**src/rtl/accumulating_adder_ctrl.sv**
```systemverilog
// Burst accumulator front-end for the 16-bit ripple-carry adder.
// Sums a valid/ready operand stream into a 16-bit accumulator, counts
// carry-outs and operands (saturating), tracks sticky signed overflow and
// holds the burst result on a valid/ready output port until consumed.

// One bit slice of the ripple-carry adder.
module rca_full_adder (
  input  logic a,
  input  logic b,
  input  logic ci,
  output logic s,
  output logic co
);
  assign s  = a ^ b ^ ci;
  assign co = (a & b) | (ci & (a ^ b));
endmodule

// 16-bit ripple-carry adder built from an array of bit slices.
module rca16 #(
  parameter int W = 16
) (
  input  logic [W-1:0] a,
  input  logic [W-1:0] b,
  input  logic         c_in,
  output logic [W-1:0] sum,
  output logic         c_out
);
  logic [W:0] c;

  assign c[0]  = c_in;
  assign c_out = c[W];

  for (genvar gi = 0; gi < W; gi++) begin : g_bit
    rca_full_adder u_fa (
      .a  (a[gi]),
      .b  (b[gi]),
      .ci (c[gi]),
      .s  (sum[gi]),
      .co (c[gi+1])
    );
  end
endmodule

module accumulating_adder_ctrl #(
  parameter int CNT_W = 4
) (
  input  logic             clk,
  input  logic             rst,
  input  logic             in_valid,
  input  logic [15:0]      in_data,
  input  logic             in_last,
  output logic             in_ready,
  output logic             out_valid,
  input  logic             out_ready,
  output logic [15:0]      out_sum,
  output logic [CNT_W-1:0] out_carries,
  output logic             out_ovf,
  output logic [CNT_W-1:0] out_count,
  output logic             out_sat
);
  typedef enum logic [1:0] {IDLE, ACCUM, DONE} state_t;

  localparam logic [CNT_W-1:0] CNT_MAX = {CNT_W{1'b1}};
  localparam logic [CNT_W-1:0] CNT_ONE = {{(CNT_W-1){1'b0}}, 1'b1};

  state_t           state_q, state_d;
  logic [15:0]      acc_q, acc_d;
  logic [CNT_W-1:0] carries_q, carries_d;
  logic [CNT_W-1:0] count_q, count_d;
  logic             ovf_q, ovf_d;
  logic             sat_q, sat_d;
  logic             out_valid_q, out_valid_d;

  logic [15:0]      add_sum;
  logic             add_co;
  logic             xfer;

  rca16 #(.W(16)) u_add (
    .a     (acc_q),
    .b     (in_data),
    .c_in  (1'b0),
    .sum   (add_sum),
    .c_out (add_co)
  );

  // Ready is a pure decode of registered state, never of in_valid.
  assign in_ready = (state_q != DONE);
  assign xfer     = in_valid & in_ready;

  assign out_valid   = out_valid_q;
  assign out_sum     = acc_q;
  assign out_carries = carries_q;
  assign out_ovf     = ovf_q;
  assign out_count   = count_q;
  assign out_sat     = sat_q;

  // Next-state: accumulate on transfer, hold result in DONE, clear on consume.
  always_comb begin
    state_d     = state_q;
    acc_d       = acc_q;
    carries_d   = carries_q;
    count_d     = count_q;
    ovf_d       = ovf_q;
    sat_d       = sat_q;
    out_valid_d = out_valid_q;
    case (state_q)
      IDLE, ACCUM: begin
        if (xfer) begin
          acc_d = add_sum;
          if (add_co) begin
            if (carries_q == CNT_MAX) sat_d = 1'b1;
            else                      carries_d = carries_q + CNT_ONE;
          end
          if (count_q == CNT_MAX) sat_d = 1'b1;
          else                    count_d = count_q + CNT_ONE;
          // Same-sign operands producing an opposite-sign result.
          if ((acc_q[15] == in_data[15]) && (add_sum[15] != acc_q[15]))
            ovf_d = 1'b1;
          if (in_last) begin
            state_d     = DONE;
            out_valid_d = 1'b1;
          end else begin
            state_d = ACCUM;
          end
        end
      end
      DONE: begin
        if (out_ready) begin
          state_d     = IDLE;
          acc_d       = '0;
          carries_d   = '0;
          count_d     = '0;
          ovf_d       = 1'b0;
          sat_d       = 1'b0;
          out_valid_d = 1'b0;
        end
      end
      default: state_d = IDLE;
    endcase
  end

  // State and output registers; reset wins over any transfer.
  always_ff @(posedge clk) begin
    if (rst) begin
      state_q     <= IDLE;
      acc_q       <= '0;
      carries_q   <= '0;
      count_q     <= '0;
      ovf_q       <= 1'b0;
      sat_q       <= 1'b0;
      out_valid_q <= 1'b0;
    end else begin
      state_q     <= state_d;
      acc_q       <= acc_d;
      carries_q   <= carries_d;
      count_q     <= count_d;
      ovf_q       <= ovf_d;
      sat_q       <= sat_d;
      out_valid_q <= out_valid_d;
    end
  end
endmodule

```
**config.mk**
```make
export PLATFORM = sky130hd
export DESIGN_NAME = accumulating_adder_ctrl
export DESIGN_NICKNAME = d
export VERILOG_FILES = /design/src/rtl/accumulating_adder_ctrl.sv
export SDC_FILE = /design/constraint.sdc
export NUM_CORES = 1
export LEC_CHECK = 0
export ABC_CLOCK_PERIOD_IN_PS = 10400
export CAP_MARGIN = 20
export CORE_AREA = 5 5 72 74
export DETAILED_ROUTE_END_ITERATION = 12
export DIE_AREA = 0 0 77 79
export PLACE_DENSITY_LB_ADDON = 0.2
export SYNTH_ARGS = -nofsm -noshare
export SYNTH_HDL_FRONTEND = slang
export SYNTH_SLANG_ARGS = --single-unit
```
**constraint.sdc**
```tcl
create_clock -name clk -period 10.4 [get_ports clk]
set_clock_uncertainty 0.15 [all_clocks]
set_input_delay 1.04 -clock clk [delete_from_list [all_inputs] [get_ports clk]]
set_output_delay 1.04 -clock clk [all_outputs]
set_load 0.005 [all_outputs]
```
# == After elaboration in Yosys (flattened, before gate mapping) ==
# Index checks and enable logic that the tools add are counted.
# totals
ff_bits,29
in_bits,21
out_inout_bits,28
elab_cells,141
# op_classes
n_addsub,2
n_eq_ne,16
n_mux,27
bitwise_logic,78
reduce_logical,11
# op_table
operator,count
bitwise AND 1 bit,32
two-way mux 16 bit,2
one-hot mux 16 bit (2 select lines),1
XOR 1 bit,31
two-way mux 4 bit,6
!= test 2 bit (second input constant),8
one-hot mux 4 bit (2 select lines),2
OR 1 bit,15
AND reduction 4 bit,3
AND reduction 5 bit,2
two-way mux 1 bit,9
adder 4 x 1 -> 4 bit (second input constant),2
equality test 4 bit (second input constant),2
two-way mux 2 bit,3
!= test 3 bit (second input constant),2
one-hot mux 1 bit (2 select lines),3
one-hot mux 2 bit (2 select lines),1
AND reduction 3 bit,1
equality test 2 x 1 -> 1 bit (second input constant),1
equality test 2 bit (second input constant),1
zero test 2 bit,1
AND reduction 2 bit,1
nonzero test 2 bit,1
OR reduction 2 bit,1
3 further kinds,3

# == Longest topological paths before layout ==
# Gate-level depths: netlist (run 1).
# logic_depth
word_depth,35
ltp_mapped,25
ltp_nobuf,25

# == By module ==
# From an unflattened synthesis (run 1), not the netlist that was laid out.
# hier_totals
hier_cells,140
area_unflattened_um2,1461.4
# modules_own_cells
mod,n_inst,cells_each,area_each_um2,seq_area_each_um2
accumulating_adder_ctrl,1,124,1141.1,580.6
rca_full_adder,16,1,20.0,0.0

# == Worst setup path after synthesis (run 1) ==
# No wires, ideal clock.
# synth_timing
path_kind,input to register
from,input in_data[0]
to,"register carries_q[3], in the netlist out_carries[3]"
arrival_time_ns,7.900
required_time_ns,10.180
setup_slack_ns,2.281
stages,25
path_buffers,0
cell_sequence,ha_1 inv_1 fa_1 fa_1 fa_1 fa_1 fa_1 fa_1 fa_1 fa_1 fa_1 fa_1 fa_1 inv_1 fa_1 inv_1 fa_1 inv_1 fa_1 inv_1 fa_1 a31oi_1 o22ai_1 or3_1 a21oi_1
# synth_via
elab_chain_cells,33
# synth_lines
element,line_no,source
from (decl),50,"input logic [15:0] in_data,"
bitwise AND 1 bit (2 in series),15,assign co = (a & b) | (ci & (a ^ b));
OR 1 bit,15,
bitwise AND 1 bit,15,
OR 1 bit,15,
bitwise AND 1 bit,15,
OR 1 bit,15,
bitwise AND 1 bit,15,
OR 1 bit,15,
(+16 left out),-,
bitwise AND 1 bit,15,
OR 1 bit,15,
bitwise AND 1 bit,15,
OR 1 bit,15,
bitwise AND 1 bit,15,
OR 1 bit,15,
!= test 2 bit (no source line),-,
AND reduction 5 bit (no source line),-,
to (signal assigned),155,carries_q <= carries_d;
to (decl),68,"logic [CNT_W-1:0] carries_q, carries_d;"
# No other way between the ends.
# A chain may end at the register's enable or synchronous reset.

# == Final worst setup path (run 1) ==
# Same ends and word-level chain as after synthesis.

==> impl_metrics.csv, run 1 <==
group,metric,value,unit
grt,grt_pass1_vias,1301,
die,die_h,79,um
timing,tightest_slew,0.868,ns
setup_path,worstReg2RegStart,"out_sum[0]",
timing,fin_hold_ws,0.329,ns
grt,overflow,0,
power,powerDensity,139,nW/um^2
setup_path,critPathCapture,"out_carries[3]",
yosys,synth_common_cells,"nor2_1, inv_1, dfxtp_1",
grt,busiest_layer,"met2",
place,gp_congestion,0.697,
finish,diodes,0,
finish,layout.cells.non_filler,288,
yosys,synth_cell_type_count,36,
timing,slew_violations,0,
detailed_routing,via_count,1345,
clocking,cts_setup_buffers,0,
die,io_pins,49,
detailed_routing,drtPass1Iterations,4,
yosys,synth_area,1720,um^2
yosys,ys_ff_latch,29,
setup_path,cp.required,10.46,ns
die,dieArea,6080,um^2
yosys,yosysMostFrequentCell,"nor2_1",
timing,relSlewSlack,42.0,%
clocking,cts-root-buf,"clkbuf_8",
die,fp.dieW,77,um
place,dpl-instance-area,2120,um^2
detailed_routing,wl_per_cell,11.8,um
clocking,cts_tree,"yes",
timing,rsz0062_at_grt,"false",
grt,antenna_found_initial,0,
yosys,yosys.area.top_type_share,33.7,%
yosys,avgSynthCellArea,8.53,um^2
detailed_routing,ant_nets,0,
timing,final.period_utilization,82.6,%
yosys,synth_area_leaders,"dfxtp_1, fa_1, nor2_1",
timing,max_clock_freq,0.116,GHz
place,placed_cells,281,
timing,fin_crit,8.59,ns
setup_path,r2r_cells,25,
grt,grt_usage,12.1,%
clocking,clk_latency,0.28,ns
setup_path,crit_arrival,8.65,ns
grt,grt_util_met1,15.7,%
yosys,synthFlopType,"dfxtp_1",
power,power,0.307,mW
timing,finalSetupViolations,0,
die,initial_core_util,38.0,%
setup_path,r2r_setup_slack,2.69,ns
timing,fin_setup_tns,0,ns
yosys,ys_seq_area_share,33.7,%
grt,grtUsageMet2,18.5,%
power,ir_drop,57.9,uV
yosys,netlist_instances,202,
yosys,ys.warnings.count,0,
place,portBuffers,48,
yosys,synthArstFlopShare,0,%
place,dp_hpwl,2560,um
detailed_routing,drc,0,
die,core-area,4540,um^2
grt,grt_use_met3,3.63,%
outcome,status,"finished, final reports clean",
yosys,yosysTopAreaCell,"dfxtp_1",
die,rows,25,
clocking,path_clk_slew,0.06,ns
setup_path,rr_endpoint,"out_carries[3]",
clocking,numCtsBuffers,5,
clocking,clockBufferDepth,2,
detailed_routing,routed_wl,3390,um
yosys,syn_nets,242,
detailed_routing,drt_iter0_drc,105,
finish,post-route-cell-area,2200,um^2
clocking,postCtsResizedCells,0,
finish,syn_to_final_growth,27.8,%
power,total_leakage_power,0.889,nW
clocking,holdBufCountCts,0,
timing,finalHoldViolations,0,
flow_run,maxCapViolations,0,
setup_path,worstSetupPathType,"input pin to register",
setup_path,cp-startpoint,"in_data[0]",
setup_path,critPathMaxFanout,5,
setup_path,start_kind,"input pin",
detailed_routing,routed_via_density,4.67,
grt,grt_start_max_net_pins,25,
clocking,cts_sinks,29,
finish,n_fill_cell,442,
clocking,cts-htree-levels,2,
min_path,hold_class,"register to register",
setup_path,end_kind,"register",
finish,fin_nets,274,
finish,layout-drive-gt1-share,3.42,%
yosys,synth-edff-count,0,
grt,grt_pass1_wl,5870,um
==> power by group <==
part | leakage, nW | internal (mW) | switching, mW
Combinational | 0.607 | 0.0465 | 0.0373
Clock | 0.0443 | 0.0524 | 0.0398
Sequential | 0.238 | 0.122 | 0.00922
==> metrics by stage <==
step | utilization, % | setup WS (ns)
after floorplan | - | 2.28
after global placement | 46.5 | 1.48
after detailed placement | 46.6 | 1.45
after CTS | 48.6 | 1.72
after global routing | 48.6 | 1.32
final | 48.6 | 1.81
==> worst max-delay path, stage by stage <==
cell and delay [ns]:
clkdlybuf4s50_1 0.46, ha_1 0.14, inv_1 0.05, fa_1 0.42, fa_1 0.42, fa_1 0.42
fa_1 0.42, fa_1 0.42, fa_1 0.43, fa_1 0.43, fa_1 0.44, fa_1 0.43
fa_1 0.42, fa_1 0.40, inv_1 0.09, fa_1 0.17, inv_1 0.05, fa_1 0.38
inv_1 0.08, fa_1 0.17, inv_1 0.05, fa_1 0.40, a31oi_1 0.20, o22ai_1 0.19
or3_1 0.40, a21oi_1 0.14
==> worst min-delay path by stage <==
stage | cells after the start | start | slack (ns) | to
6_report | 2 | out_ovf | 0.33 | out_ovf
5_1_grt | 2 | out_sat | 0.36 | out_sat
3_5_place_dp | 2 | out_ovf | 0.31 | out_ovf
4_1_cts | 2 | out_ovf | 0.33 | out_ovf
2_1_floorplan | 2 | out_ovf | 0.31 | out_ovf
3_3_place_gp | 2 | out_ovf | 0.31 | out_ovf
==> layout by cell type (no fill, tap or decap), types with 2 or more instances in the layout <==
cell             count
nand2b_1             2
fa_1                15
nand3_1              3
dfxtp_1             29
a31oi_1              2
clkdlybuf4s50_1     48
clkbuf_8             6
a21oi_1             19
nand2_1              4
ha_1                 4
xor2_1               4
inv_1               31
o211ai_1             2
a22oi_1              3
o21ai_0              4
nor2_1              40
==> kinds of logic after synthesis <==
logic type               Yosys count  share of synthesized area (%)
AO/OA/AOI/OAI                     35                           11.8
XOR/XNOR                           4                           2.03
adder cells (fa/ha/maj)           19                           20.3
buffers and inverters             55                           16.2
flip-flops                        29                           33.7
multiplexers                       1                          0.581
AND/OR/NAND/NOR                   59                           15.3
==> layout make-up <==
cell class	count	area (um^2)	area share (%)
Multi-Input combinational cell	118	863	39.2
Sequential cell	29	581	26.4
Timing Repair Buffer	49	488	22.2
Inverter	31	116	5.28
Clock buffer	7	86.3	3.92
Tap cell	54	67.6	3.07
==> sequential cells by signal, summed over array words and instances (netlist names) <==
signal       count
state_q          2
out_count        4
out_carries      4
out_ovf          1
out_sat          1
out_valid        1
out_sum         16
==> routing by layer <==
metal | share of wire (%) | vias to the layer above
met5 | 0 | -
met4 | 1.9 | 0
met3 | 6.4 | 8
met2 | 45 | 37
met1 | 47 | 617
li1 | - | 683
Power figures use the tool's default switching activity.
==> run 2: changes to the inputs <==
ABC_CLOCK_PERIOD_IN_PS = 8360   (was 10400)
clock period = 8.36 ns   (was 10.4 ns; I/O delays follow)
==> run 2 against run 1 <==
- critical path depth is the same
- combinational power grew 32%
- sequential power grew 24%
- routed wire length grew 0.85%
- critical endpoint is now out_carries[0]
- first-iteration DRC count shrank 53%
- highest routed layer unchanged
- utilization grew 1.5 points
- cell area grew 3.0%
- largest power group unchanged
- clock power grew 36%
==> impl_metrics.csv, run 2 (synthesis gave the netlist of run 1 again) <==
group,metric,value,unit
finish,layout-drive-gt1-share,9.28,%
clocking,cts_tree,"yes",
grt,grt_usage,12.2,%
die,die_h,79,um
min_path,hold_depth,2,
setup_path,cp.required,8.40,ns
place,dpl-instance-area,2130,um^2
detailed_routing,ant_nets,0,
finish,n_fill_cell,446,
setup_path,worstSetupPathType,"input pin to register",
place,dp_hpwl,2580,um
die,core-area,4540,um^2
timing,postLayoutSetupSlackWorst,0.456,ns
clocking,holdBufCountCts,0,
detailed_routing,drtPass1Iterations,4,
detailed_routing,wl_per_cell,11.8,um
detailed_routing,drc,0,
finish,diodes,0,
finish,final_cell_mix,"clkdlybuf4s50_1, nor2_1, inv_1, dfxtp_1, a21oi_1",
die,fp.dieW,77,um
timing,max_clock_freq,0.127,GHz
timing,slew_violations,0,
clocking,cts-root-buf,"clkbuf_8",
detailed_routing,routed_via_density,4.65,
timing,fin_setup_tns,0,ns
setup_path,critPathMaxFanout,5,
setup_path,crit_arrival,7.94,ns
setup_path,crit_slowest_cell,"clkdlybuf4s50_1",
power,ir_drop,74.2,uV
finish,largest_reg_flops,16,
timing,finalSetupViolations,0,
clocking,numCtsBuffers,5,
place,portBuffers,48,
timing,rsz0062_at_grt,"false",
place,gp_congestion,0.718,
grt,grt_pass1_vias,1335,
outcome,status,"finished, final reports clean",
setup_path,start_kind,"input pin",
detailed_routing,drt_iter0_drc,49,
grt,grt_start_max_net_pins,25,
flow_run,maxCapViolations,0,
finish,post-route-cell-area,2270,um^2
detailed_routing,routed_wl,3420,um
grt,antenna_found_initial,0,
setup_path,slowest_delay,0.46,ns
clocking,postCtsResizedCells,4,
setup_path,r2r_cells,25,
clocking,path_clk_slew,0.06,ns
timing,finalHoldViolations,0,
clocking,clockBufferDepth,2,
power,power,0.399,mW
grt,grt_pass1_wl,6010,um
timing,final.period_utilization,94.5,%
clocking,cts_sinks,29,
detailed_routing,via_count,1352,
timing,relSlewSlack,39.5,%
grt,overflow,0,
finish,fin_nets,276,
die,dieArea,6080,um^2
setup_path,end_kind,"register",
die,io_pins,49,
power,total_leakage_power,0.917,nW
finish,mostFrequentLayoutCell,"clkdlybuf4s50_1",
power,powerDensity,176,nW/um^2
place,dp_slack,-0.376,ns
die,rows,25,
setup_path,cpMostUsedCell,"fa_2",
clocking,clk_latency,0.28,ns
clocking,cts_setup_buffers,0,
finish,syn_to_final_growth,31.7,%
min_path,hold_class,"register to register",
clocking,cts-htree-levels,2,
die,initial_core_util,38.0,%
timing,tightest_slew,0.905,ns
timing,fin_crit,7.90,ns
run 2: cell type report:
type	instances	area, um^2	area share, %
Clock buffer	7	96.3	4.25
Clock inverter	1	5.00	0.221
Inverter	31	116	5.13
Multi-Input combinational cell	118	896	39.5
Sequential cell	29	581	25.6
Tap cell	54	67.6	2.98
Timing Repair Buffer	51	507	22.3
run 2: power breakdown:
part           internal (mW)  switching (mW)  total, mW
Sequential             0.151          0.0112      0.163
Clock                 0.0742          0.0511      0.125
Combinational         0.0623          0.0485      0.111
run 2: path summary, 6_finish.rpt:
kind / from / end / slack, ns
max: in_data[0] / out_carries[0] / 0.46
min: out_ovf / out_ovf / 0.33
max reg2reg: out_sum[0] / out_carries[0] / 1.11
min reg2reg: out_ovf / out_ovf / 0.33
run 2: metrics by stage:
stage / hold WS (ns) / util [%] / std cells
after global routing: 0.363 / 50.0 / 291
after floorplan: 0.310 / - / 202
after detailed placement: 0.314 / 47.1 / 283
after CTS: 0.331 / 49.7 / 291
final: 0.328 / 50.0 / 291
after global placement: 0.306 / 46.8 / 282
run 2: layer usage:
layer	part of all wire [%]	global-route usage, %	wire length [um]
met1	46	14.8	1560
met2	47	19.9	1590
met3	6.2	3.97	213
met4	1.6	5.15	55
met5	0	0	0
run 2: critical path, delay by kind of cell:
kind	cells	cell delay (ns)
AO/OA/AOI/OAI	3	0.46
AND/OR/NAND/NOR	1	0.39
adder cells (fa/ha/maj)	16	5.48
buffers and inverters	6	0.80
